[config.mk]
export PLATFORM = sky130hd
export DESIGN_NAME = trim_dac_sched
export DESIGN_NICKNAME = d
export VERILOG_FILES = /design/src/rtl/trim_dac_sched.sv
export SDC_FILE = /design/constraint.sdc
export NUM_CORES = 1
export LEC_CHECK = 0
export BUFFER_PORTS_ARGS = -buffer_cell sky130_fd_sc_hd__buf_4
export CAP_MARGIN = 20
export CORE_ASPECT_RATIO = 1.5
export CORE_MARGIN = 3
export CORE_UTILIZATION = 40
export DETAILED_ROUTE_END_ITERATION = 6
export HOLD_SLACK_MARGIN = 0.1
export SETUP_SLACK_MARGIN = 0.02
export SLEW_MARGIN = 30
export SYNTH_ARGS = -nofsm -noshare
export SYNTH_HDL_FRONTEND = slang
export SYNTH_SLANG_ARGS = --single-unit
[constraint.sdc]
create_clock -name clk40 -period 1.91 [get_ports clk40]
set_clock_uncertainty 0.1 [all_clocks]
set_input_delay 0.191 -clock clk40 [delete_from_list [all_inputs] [get_ports clk40]]
set_output_delay 0.191 -clock clk40 [all_outputs]
set_load 0.02 [all_outputs]
[src/rtl/trim_dac_sched.sv]
// ---------------------------------------------------------------------------
// trim_dac_sched
//
// Sits between uart_decoder and trim_dac_ctrl in the clk40 domain. Keeps the
// trim LUT stable while a 9-channel DAC update is shifting out. Host LUT
// writes that arrive while a load sequence is running, or while older writes
// are still queued, go into a small FIFO. The FIFO drains, one entry per
// cycle, once the scheduler is idle again. Load requests are coalesced into
// a single pending flag.
//
// Optional feature, selected by the macro TRIM_DAC_SCHED_AUTO_REFRESH_EN:
// a free-running refresh timer that raises a load request every
// REFRESH_PERIOD idle cycles while refresh_en is high. Without the macro
// there is no timer and refresh_en is ignored.
//
// Parameters
//   LOAD_CYCLES     cycles busy stays high from the load_dacs strobe on
//   FIFO_DEPTH      write-queue entries (power of 2, >= 2)
//   REFRESH_PERIOD  idle cycles between automatic loads (26-bit counter)
//
// Ports
//   clk40          in   40 MHz system clock
//   rst            in   asynchronous active-high reset
//   host_lut_we    in   host LUT write strobe, one cycle per write
//   host_lut_addr  in   [4:0] host LUT address
//   host_lut_din   in   [6:0] host LUT data
//   host_load_req  in   one-cycle request to load the DACs
//   refresh_en     in   enables the auto-refresh timer (macro builds only)
//   ovf_clr        in   clears the overflow flag
//   lut_we         out  LUT write strobe to trim_dac_ctrl
//   lut_addr       out  [4:0] LUT address to trim_dac_ctrl
//   lut_in         out  [6:0] LUT data to trim_dac_ctrl
//   load_dacs      out  one-cycle load strobe to trim_dac_ctrl
//   busy           out  a DAC load sequence is in progress
//   ovf            out  sticky flag: a queued write was dropped
// ---------------------------------------------------------------------------
module trim_dac_sched #(
    parameter int LOAD_CYCLES    = 640,
    parameter int FIFO_DEPTH     = 4,
    parameter int REFRESH_PERIOD = 40000000
) (
    input  logic       clk40,
    input  logic       rst,
    input  logic       host_lut_we,
    input  logic [4:0] host_lut_addr,
    input  logic [6:0] host_lut_din,
    input  logic       host_load_req,
    input  logic       refresh_en,
    input  logic       ovf_clr,
    output logic       lut_we,
    output logic [4:0] lut_addr,
    output logic [6:0] lut_in,
    output logic       load_dacs,
    output logic       busy,
    output logic       ovf
);

    localparam int CNT_W = $clog2(LOAD_CYCLES + 1);
    localparam int AW    = $clog2(FIFO_DEPTH);
    localparam int PTR_W = AW + 1;

    localparam logic [1:0] ST_IDLE = 2'd0;
    localparam logic [1:0] ST_LOAD = 2'd1;
    localparam logic [1:0] ST_BUSY = 2'd2;

    logic [1:0]       state;
    logic [CNT_W-1:0] seq_cnt;
    logic             pending;

    logic [11:0]      fifo_mem [FIFO_DEPTH];
    logic [PTR_W-1:0] wr_ptr;
    logic [PTR_W-1:0] rd_ptr;
    logic [11:0]      fifo_head;

    logic in_idle;
    logic fifo_empty;
    logic fifo_full;
    logic direct_wr;
    logic push;
    logic pop;
    logic push_ok;
    logic drop;
    logic load_start;
    logic seq_done;
    logic timer_expire;

    // Pointers carry one extra wrap bit so full and empty are distinguishable.
    assign in_idle    = (state == ST_IDLE);
    assign fifo_empty = (wr_ptr == rd_ptr);
    assign fifo_full  = (wr_ptr[AW] != rd_ptr[AW]) &&
                        (wr_ptr[AW-1:0] == rd_ptr[AW-1:0]);
    assign fifo_head  = fifo_mem[rd_ptr[AW-1:0]];

    // A write bypasses the queue only when nothing older is waiting, so write
    // order is always preserved.
    assign direct_wr = host_lut_we && in_idle && fifo_empty;
    assign push      = host_lut_we && !direct_wr;
    assign pop       = in_idle && !fifo_empty;

    // A pop in the same cycle frees the slot that the push then reuses.
    assign push_ok = push && (!fifo_full || pop);
    assign drop    = push && fifo_full && !pop;

    // The request input counts as pending in its own cycle so that a load can
    // start one cycle after the pulse. Any write in flight or queued goes
    // first.
    assign load_start = in_idle && (pending || host_load_req) &&
                        fifo_empty && !host_lut_we;

    assign seq_done = (seq_cnt == CNT_W'(LOAD_CYCLES - 1));

    // Sequencer: IDLE -> LOAD (strobe cycle) -> BUSY -> IDLE. busy covers
    // LOAD_CYCLES cycles in total, starting with the strobe cycle.
    always_ff @(posedge clk40 or posedge rst) begin
        if (rst) begin
            state     <= ST_IDLE;
            seq_cnt   <= '0;
            load_dacs <= 1'b0;
            busy      <= 1'b0;
        end else begin
            case (state)
                ST_IDLE: begin
                    if (load_start) begin
                        state     <= ST_LOAD;
                        seq_cnt   <= '0;
                        load_dacs <= 1'b1;
                        busy      <= 1'b1;
                    end
                end
                ST_LOAD, ST_BUSY: begin
                    load_dacs <= 1'b0;
                    if (seq_done) begin
                        state <= ST_IDLE;
                        busy  <= 1'b0;
                    end else begin
                        state   <= ST_BUSY;
                        seq_cnt <= seq_cnt + CNT_W'(1);
                    end
                end
                default: begin
                    state     <= ST_IDLE;
                    load_dacs <= 1'b0;
                    busy      <= 1'b0;
                end
            endcase
        end
    end

    // Pending load flag. Starting a load consumes it. A request during the
    // strobe cycle or the busy window sets it again, so exactly one
    // follow-up load runs.
    always_ff @(posedge clk40 or posedge rst) begin
        if (rst) begin
            pending <= 1'b0;
        end else if (load_start) begin
            pending <= 1'b0;
        end else if (host_load_req || timer_expire) begin
            pending <= 1'b1;
        end
    end

    // Queue storage holds {addr, data}. It has no reset, because the
    // pointers alone decide which entries are valid.
    always_ff @(posedge clk40) begin
        if (push_ok) begin
            fifo_mem[wr_ptr[AW-1:0]] <= {host_lut_addr, host_lut_din};
        end
    end

    // Queue pointers.
    always_ff @(posedge clk40 or posedge rst) begin
        if (rst) begin
            wr_ptr <= '0;
            rd_ptr <= '0;
        end else begin
            if (push_ok) begin
                wr_ptr <= wr_ptr + PTR_W'(1);
            end
            if (pop) begin
                rd_ptr <= rd_ptr + PTR_W'(1);
            end
        end
    end

    // Registered LUT write port. Bypass and pop never coincide, because the
    // bypass needs an empty queue and a pop needs a non-empty one.
    always_ff @(posedge clk40 or posedge rst) begin
        if (rst) begin
            lut_we   <= 1'b0;
            lut_addr <= '0;
            lut_in   <= '0;
        end else begin
            lut_we <= direct_wr || pop;
            if (direct_wr) begin
                lut_addr <= host_lut_addr;
                lut_in   <= host_lut_din;
            end else if (pop) begin
                lut_addr <= fifo_head[11:7];
                lut_in   <= fifo_head[6:0];
            end
        end
    end

    // Sticky overflow. A drop in the same cycle as a clear keeps it set.
    always_ff @(posedge clk40 or posedge rst) begin
        if (rst) begin
            ovf <= 1'b0;
        end else if (drop) begin
            ovf <= 1'b1;
        end else if (ovf_clr) begin
            ovf <= 1'b0;
        end
    end

`ifdef TRIM_DAC_SCHED_AUTO_REFRESH_EN
    localparam logic [25:0] REFRESH_LAST = 26'(REFRESH_PERIOD - 1);

    logic [25:0] refresh_cnt;

    // The refresh timer counts only while idle. The period is therefore
    // measured from the end of the previous sequence. Expiry sets pending,
    // and the load then starts one cycle later.
    assign timer_expire = refresh_en && in_idle && (refresh_cnt == REFRESH_LAST);

    always_ff @(posedge clk40 or posedge rst) begin
        if (rst) begin
            refresh_cnt <= '0;
        end else if (!refresh_en || !in_idle || load_start || timer_expire) begin
            refresh_cnt <= '0;
        end else begin
            refresh_cnt <= refresh_cnt + 26'd1;
        end
    end
`else
    logic [26:0] unused_refresh;

    assign timer_expire   = 1'b0;
    assign unused_refresh = {refresh_en, 26'(REFRESH_PERIOD)};
`endif

endmodule

==> impl_metrics.json, run 1 <==
{
  "rsz0062_at_grt": "true",
  "seq_area_frac_synth_pct": 64.96,
  "port-buffer-count": 32,
  "netlist_instances": 227,
  "worst_pin_slew_ns": 0.5097,
  "reg2reg_from": "rd_ptr[1]",
  "fin_crit_sh_pct": 97.70,
  "finalWirelength_um": 7252,
  "wl_per_cell_um": 17.27,
  "hp-class": "input pin to flop",
  "cp.arrival_ns": 1.97,
  "cts_root_buffer": "clkbuf_16",
  "io_pins": 34,
  "grt-ovfl-total": 0,
  "synth_nets": 253,
  "relSlewSlack_pct": 66.02,
  "critPathKind": "flop to flop",
  "p_leak_nw": 1.931,
  "cap_violations": 0,
  "grt_max_degree": 36,
  "startpoint": "rd_ptr[1]",
  "antenna_found_initial": 0,
  "final_cell_mix": "buf_4 (55), edfxtp_1 (48), dfrtp_1 (35)",
  "first_iter_violations": 167,
  "async_flop_share_pct": 42.17,
  "r2r_end": "seq_cnt[7]",
  "ys_types": 47,
  "coreArea_um2": 8567,
  "drive_gt1_share_pct": 35.78,
  "die_h_um": 121.7,
  "p_per_area_nw_per_um2": 964.7,
  "antenna_cells": 0,
  "via_per_inst": 5.300,
  "fp.dieW_um": 83.11,
  "start_kind": "flop",
  "area_growth_pct": 31.88,
  "reg2regPathDepth": 6,
  "initial_core_util_pct": 41.64,
  "r2r_slack_ns": 0.04,
  "mostFrequentLayoutCell": "buf_4",
  "clk_pin_slew_ns": 0.06,
  "insertion_delay_ns": 0.33,
  "max_freq_ghz": 0.5359,
  "via_count": 2226,
  "regArea_um2": 2317,
  "dieArea_um2": 10110,
  "hold_violations": 0,
  "syn_area_um2": 3567,
  "grt_pass1_wl_um": 12120,
  "setup_violations": 0,
  "status": "finished, final reports clean",
  "crit_required_ns": 2.01,
  "grt_pass1_vias": 2367,
  "cts_made_buffers": 9,
  "rows": 41,
  "finish.utilization_pct": 54.91,
  "path_max_fanout": 4,
  "syn_area_per_cell_um2": 15.71,
  "drv_slew": 0,
  "place_hpwl_um": 4615,
  "end_kind": "flop",
  "dr.pass1.iters": 4,
  "clock_sinks": 83,
  "endpoint": "seq_cnt[7]",
  "irDropWorstVdd_mv": 0.4659,
  "grt.total_usage_pct": 15.67,
  "drc_errors": 0,
  "cts_tree": "done",
  "nets": 334,
  "yosys_warnings": 0,
  "htreeDepth": 3,
  "synth_flop_cell": "edfxtp_1",
  "period_minus_slack_ns": 1.866,
  "multi_input_area_um2": 1265,
  "hold_slack_ns": 0.2373,
  "synth_edf_count": 48,
  "num-fill-cells": 690,
  "synth_seq_cells": 83,
  "place.gp.congestion": 0.7892,
  "antenna_left": 0,
  "clk_path_buf_depth": 2
}
[logic make-up (layout without fill, tap and decap cells)]
logic type / Yosys count / after routing / share of synthesized area (%)
flip-flops: 83 / 83 / 64.96
AND/OR/NAND/NOR: 56 / 56 / 9.085
AO/OA/AOI/OAI: 37 / 37 / 9.120
buffers and inverters: 18 / 104 / 2.280
multiplexers: 15 / 15 / 8.488
XOR/XNOR: 10 / 10 / 3.262
adder cells (fa/ha/maj): 8 / 8 / 2.806
[stage by stage]
stage          setup slack (ns)  instance area (um2)  power (mW)  TNS [ns]  std cells
2_1_floorplan          -0.01193                 3578       2.648  -0.01193        227
3_3_place_gp           -0.02712                 4150       2.943  -0.04188        386
3_5_place_dp           -0.02977                 4150       2.961   -0.1030        386
4_1_cts                0.006287                 4603       4.587         0        418
5_1_grt                -0.05418                 4705       4.743    -1.100        420
6_report                0.04386                 4705       4.538         0        420
[repair_timing]
action | CTS | global route
gates resized for setup | 3 | 18
hold buffers | 16 | 0
setup endpoints to repair | 9 | 71
buffers inserted | 0 | 2
pin swaps | 4 | 11
endpoints found under the hold margin | 97 | 0
[how the worst min path moves through the flow]
stage | cells past startpoint | start | to
finish | 4 | host_lut_we | pending
global route | 4 | host_lut_we | pending
CTS | 4 | host_lut_we | pending
detailed placement | 3 | rst | seq_cnt[5]
global placement | 3 | rst | seq_cnt[5]
floorplan | 1 | ovf_clr | ovf
[where the power goes]
group / switching (mW) / leakage, nW / internal, mW / total, mW
Combinational: 0.365 / 0.900 / 0.341 / 0.706
Sequential: 0.0736 / 0.896 / 2.16 / 2.24
Clock: 0.648 / 0.135 / 0.946 / 1.59
[flip-flops by register name (all words and copies together) (netlist names)]
name       cells
lut_we         1
rd_ptr         3
pending        1
busy           1
state          2
fifo_mem      48
ovf            1
lut_in         7
seq_cnt       10
load_dacs      1
lut_addr       5
wr_ptr         3
[cells in the mapped netlist, types with 5 or more instances]
cell | instances | area [um2]
a221o_1 | 12 | 120.1
and2_1 | 5 | 31.28
and3_1 | 6 | 37.54
buf_2 | 5 | 25.02
dfrtp_1 | 35 | 875.8
edfxtp_1 | 48 | 1441
ha_1 | 8 | 100.1
inv_1 | 10 | 37.54
mux4_2 | 12 | 270.3
nand2_1 | 6 | 22.52
nor2_1 | 8 | 30.03
nor2b_1 | 12 | 75.07
[final cells by class]
type / instances / area share [%]
clock buffer: 12 / 5.452
tap: 107 / 2.846
sequential: 83 / 49.26
timing repair buffer: 78 / 14.23
inverter: 10 / 0.7979
clock inverter: 4 / 0.5319
multi-input combinational: 126 / 26.89
[routing by layer]
metal | vias up | GRT usage [%] | part of all wire, %
li1 | 1046 | - | -
met3 | 10 | 3.857 | 4.2
met1 | 1111 | 18.46 | 43
met5 | - | 0 | 0
met4 | 0 | 6.442 | 1.8
met2 | 59 | 27.41 | 51
[critical path, stage by stage (launching register included)]
cell,delay [ns]
dfrtp_1,0.41
xor2_2,0.19
o41a_1,0.45
buf_6,0.15
a211oi_2,0.19
buf_4,0.16
o221ai_2,0.09
No activity file was read; power rests on OpenSTA's default activity.
==> inputs of run 2 (changes only) <==
--- a/config.mk
+++ b/config.mk
@@ -7,11 +7,11 @@
 export LEC_CHECK = 0
 export BUFFER_PORTS_ARGS = -buffer_cell sky130_fd_sc_hd__buf_4
 export CAP_MARGIN = 20
-export CORE_ASPECT_RATIO = 1.5
+export CORE_ASPECT_RATIO = 0.7
 export CORE_MARGIN = 3
 export CORE_UTILIZATION = 40
 export DETAILED_ROUTE_END_ITERATION = 6
-export HOLD_SLACK_MARGIN = 0.1
+export HOLD_SLACK_MARGIN = 0.05
 export SETUP_SLACK_MARGIN = 0.02
 export SLEW_MARGIN = 30
 export SYNTH_ARGS = -nofsm -noshare
==> run 2 against run 1 <==
The flow now finishes with violations (negative setup slack). Routed wire length is 4.0% higher. Cell area hardly changed. Via count is 0.85% higher. Utilization is 0.15 points higher. Non-clock buffer count is 2 lower. Critical path type unchanged. Largest power group unchanged.
==> impl_metrics.json, run 2 (synthesis results as in run 1) <==
{
  "regArea_um2": 2317,
  "grt_pass1_vias": 2205,
  "setup_slack_ns": -0.03868,
  "drc_errors": 0,
  "hold_violations": 0,
  "hold_slack_ns": 0.09616,
  "hp-class": "input pin to flop",
  "irDropWorstVdd_mv": 0.7806,
  "dr.pass1.iters": 4,
  "die_h_um": 85.01,
  "seqPwrFrac_pct": 47.1,
  "sw_frac_of_total_pct": 24.76,
  "totalNegativeSetupSlack_ns": -0.06642,
  "largest_reg_flops": 48,
  "power.share.clock_pct": 35.2,
  "first_iter_violations": 163,
  "area_growth_pct": 31.95,
  "p_leak_nw": 1.929,
  "dieArea_um2": 10110,
  "num-fill-cells": 717,
  "fin_crit_sh_pct": 102.0,
  "via_per_inst": 5.173,
  "violations": "negative setup slack",
  "grt_pass1_wl_um": 12010,
  "dpl_cell_area_um2": 4146,
  "antenna_cells": 0,
  "fin_area_um2": 4707,
  "nets": 336,
  "htreeDepth": 3,
  "rows": 28,
  "place.gp.congestion": 0.7759,
  "drv_slew": 0,
  "grt-ovfl-total": 0,
  "critPathKind": "flop to flop",
  "wl_per_cell_um": 17.38,
  "clk_path_buf_depth": 2,
  "status": "complete, but fails checks",
  "setup_violations": 4,
  "internal-power_mw": 3.571,
  "drive_gt1_share_pct": 35.67,
  "rsz0062_at_grt": "true",
  "period_minus_slack_ns": 1.949,
  "relSlewSlack_pct": 67.60,
  "cts_tree": "done",
  "grt_max_degree": 36,
  "power_frac_comb_pct": 17.7,
  "coreArea_um2": 8548,
  "multi_input_area_um2": 1282,
  "via_count": 2245,
  "clk_pin_slew_ns": 0.06,
  "place_hpwl_um": 4593,
  "cts_root_buffer": "clkbuf_16",
  "mostFrequentLayoutCell": "buf_4",
  "final_cell_mix": "buf_4 (56), edfxtp_1 (48), dfrtp_1 (35)",
  "crit_required_ns": 2.03,
  "start_kind": "flop",
  "antenna_left": 0,
  "cap_violations": 0,
  "switchingPower_mw": 1.175,
  "dp.cells": 398,
  "max_freq_ghz": 0.5132,
  "grt.total_usage_pct": 15.67,
  "io_pins": 34,
  "cp.arrival_ns": 2.07,
  "cts_made_buffers": 9,
  "finalWirelength_um": 7541,
  "fp.dieW_um": 118.9,
  "fin_cells": 434,
  "port-buffer-count": 32,
  "worst_pin_slew_ns": 0.4861,
  "path_max_fanout": 7,
  "clock_sinks": 83,
  "p_per_area_nw_per_um2": 1008,
  "initial_core_util_pct": 41.73,
  "antenna_found_initial": 0,
  "p_total_mw": 4.747,
  "end_kind": "flop",
  "insertion_delay_ns": 0.33
}
==> run 2: cell count changes in the layout (fill, tap and decap cells not counted), sizes merged <==
| cell | previous run | this run |
|---|---|---|
| buf | 62 | 61 |
| dlygate4sd3 | 16 | 15 |
| clkbuf | 12 | 10 |
| and2 | 5 | 9 |
| bufinv | 0 | 1 |
==> run 2: final cells by class <==
type	instances	area share (%)
Sequential cell	83	49.23
Multi-Input combinational cell	130	27.25
Clock buffer	10	4.864
Inverter	10	0.7974
Tap cell	120	3.190
Timing Repair Buffer	76	13.50
Clock inverter	5	1.170
==> run 2: layer usage <==
metal	vias up	GRT usage (%)	part of all wire, %
met5	-	0	0
met1	1142	24.06	53
met2	49	20.98	42
met3	6	5.463	5.0
met4	0	4.416	0.82
li1	1048	-	-
==> run 2: path summary, 6_finish.rpt <==
check	end	cells after the start	slack, ns	start
max	seq_cnt[5]	4	-0.04	wr_ptr[1]
min	ovf	3	0.1	host_lut_we
max reg2reg	seq_cnt[5]	4	-0.04	wr_ptr[1]
min reg2reg	state[1]	2	0.38	state[1]
max in group asynchronous	load_dacs	4	0.93	rst
min in group asynchronous	seq_cnt[2]	4	0.44	rst
==> run 2: through the flow <==
stage               utilization, %  setup slack [ns]
finish                       55.06          -0.03868
global route                 55.06           -0.1089
CTS                          53.73         -0.008109
detailed placement           48.51          -0.08227
global placement             48.51          -0.05237
floorplan                        -          -0.01193
==> run 2: critical path: stages, from the launching register on <==
cell and delay [ns]:
dfrtp_1 0.41, xor2_2 0.19, o41a_1 0.50, a211o_4 0.38, a211o_1 0.26
==> run 2: power by group through the flow <==
stage          clock network, mW  registers, mW  logic (mW)
2_1_floorplan                  0           2.27       0.374
3_3_place_gp                   0           2.26       0.686
3_5_place_dp                   0           2.27       0.696
4_1_cts                     1.71           2.24       0.723
5_1_grt                     1.80           2.26       0.914
6_report                    1.67           2.24       0.840
==> run 2: what timing repair did <==
action / 4_1_cts / 5_1_grt
hold endpoints to repair: 97 / 0
setup buffers: 0 / 2
gates resized for setup: 3 / 18
cloned: 0 / 4
hold buffers: 15 / 0
setup endpoints to repair: 29 / 74
pin swaps: 1 / 10
==> inputs of run 3 (changes only) <==
--- a/config.mk
+++ b/config.mk
@@ -12,6 +12,7 @@
 export CORE_UTILIZATION = 40
 export DETAILED_ROUTE_END_ITERATION = 6
 export HOLD_SLACK_MARGIN = 0.05
+export MAX_ROUTING_LAYER = met4
 export SETUP_SLACK_MARGIN = 0.02
 export SLEW_MARGIN = 30
 export SYNTH_ARGS = -nofsm -noshare
==> run 3 against run 2 <==
The run still ends with negative setup slack left. Non-clock buffer count unchanged. Sequential cell count stayed put. Largest power group unchanged. First-iteration DRC count grew 3.1%. Total power is 0.44% higher. Count of clock-buffer cells in the layout unchanged. Hold slack improved by 0.0069 ns. Die area did not move. Critical path depth unchanged. Sequential power barely moved. Clock power about the same.
==> impl_metrics.json, run 3 (synthesis results as in run 1) <==
{
  "initial_core_util_pct": 41.73,
  "cts_tree": "done",
  "mostFrequentLayoutCell": "buf_4",
  "grt-ovfl-total": 0,
  "hold_violations": 0,
  "io_pins": 34,
  "cts_made_buffers": 9,
  "grt_max_degree": 36,
  "p_leak_nw": 1.931,
  "area_growth_pct": 32.23,
  "via_per_inst": 5.138,
  "insertion_delay_ns": 0.34,
  "violations": "negative setup slack",
  "antenna_left": 0,
  "grtUsageMet3_pct": 4.664,
  "critPathKind": "flop to flop",
  "status": "complete, but fails checks",
  "busiest_layer": "met1",
  "irDropWorstVdd_mv": 0.7803,
  "path_max_fanout": 7,
  "grt_pass1_wl_um": 12010,
  "start_kind": "flop",
  "largest_reg_flops": 48,
  "antenna_found_initial": 0,
  "p_per_area_nw_per_um2": 1011,
  "worst_pin_slew_ns": 0.4920,
  "coreArea_um2": 8548,
  "drive_gt1_share_pct": 35.87,
  "port-buffer-count": 32,
  "finalWirelength_um": 7627,
  "setup_violations": 4,
  "grt.total_usage_pct": 16.12,
  "fin_area_um2": 4717,
  "cap_violations": 0,
  "wl_per_cell_um": 17.53,
  "htreeDepth": 3,
  "rows": 28,
  "dr.pass1.iters": 4,
  "hold_slack_ns": 0.1030,
  "grt_pass1_vias": 2215,
  "die_h_um": 85.01,
  "clk_path_buf_depth": 2,
  "dpl_cell_area_um2": 4146,
  "totalNegativeSetupSlack_ns": -0.07698,
  "nets": 337,
  "final_cell_mix": "buf_4 (56), edfxtp_1 (48), dfrtp_1 (35)",
  "finish.utilization_pct": 55.18,
  "clock_sinks": 83,
  "drv_slew": 0,
  "antenna_cells": 0,
  "fin_crit_sh_pct": 102.2,
  "period_minus_slack_ns": 1.952,
  "via_count": 2235,
  "dp.cells": 398,
  "fin_cells": 435,
  "cp.arrival_ns": 2.08,
  "rsz0062_at_grt": "true",
  "cts_root_buffer": "clkbuf_16",
  "hp-class": "input pin to flop",
  "dp_slack_ns": -0.08227,
  "use_met2_pct": 20.98,
  "clk_pin_slew_ns": 0.06,
  "drc_errors": 0,
  "end_kind": "flop",
  "first_iter_violations": 168,
  "max_freq_ghz": 0.5124,
  "place.gp.congestion": 0.7865,
  "crit_required_ns": 2.03,
  "fp.dieW_um": 118.9,
  "dieArea_um2": 10110,
  "setup_slack_ns": -0.04171,
  "relSlewSlack_pct": 67.20,
  "use_met1_pct": 24.06,
  "p_total_mw": 4.768,
  "place_hpwl_um": 4593
}
-- run 3: worst paths after layout --
path	startpoint	end	slack [ns]	depth (start not counted)
min reg2reg	state[1]	state[1]	0.38	2
max reg2reg	wr_ptr[1]	seq_cnt[5]	-0.04	4
min in group asynchronous	rst	seq_cnt[2]	0.44	4
min	host_lut_we	ovf	0.10	3
max in group asynchronous	rst	load_dacs	0.92	4
max	wr_ptr[1]	seq_cnt[5]	-0.04	4
-- run 3: final cells by class --
class | count | area, um2
Fill cell | 717 | 3831
Tap cell | 120 | 150.1
Inverter | 10 | 37.54
Clock inverter | 5 | 55.05
Timing Repair Buffer | 76 | 635.6
Clock buffer | 10 | 229.0
Multi-Input combinational cell | 131 | 1292
Sequential cell | 83 | 2317
-- run 3: routing by layer --
metal	share of wire [%]	vias up
li1	-	1051
met1	53	1133
met2	41	42
met3	4.1	9
met4	1.4	0
met5	0	-
-- run 3: worst max-delay path: stages (launching register included) --
cell     delay, ns
dfrtp_1       0.40
xor2_2        0.19
o41a_1        0.50
a211o_4       0.39
a211o_1       0.26
-- run 3: power by group --
part	internal (mW)	switching, mW	leakage (nW)
logic	0.413	0.449	0.901
registers	2.16	0.0711	0.896
clock network	1.00	0.671	0.134
-- run 3: repair_timing --
action,4_1_cts,5_1_grt
setup buffers,0,2
setup endpoints to repair,29,74
hold endpoints to repair,97,0
pin swaps,1,10
cloned,0,5
hold buffers,15,0
gates resized for setup,3,18
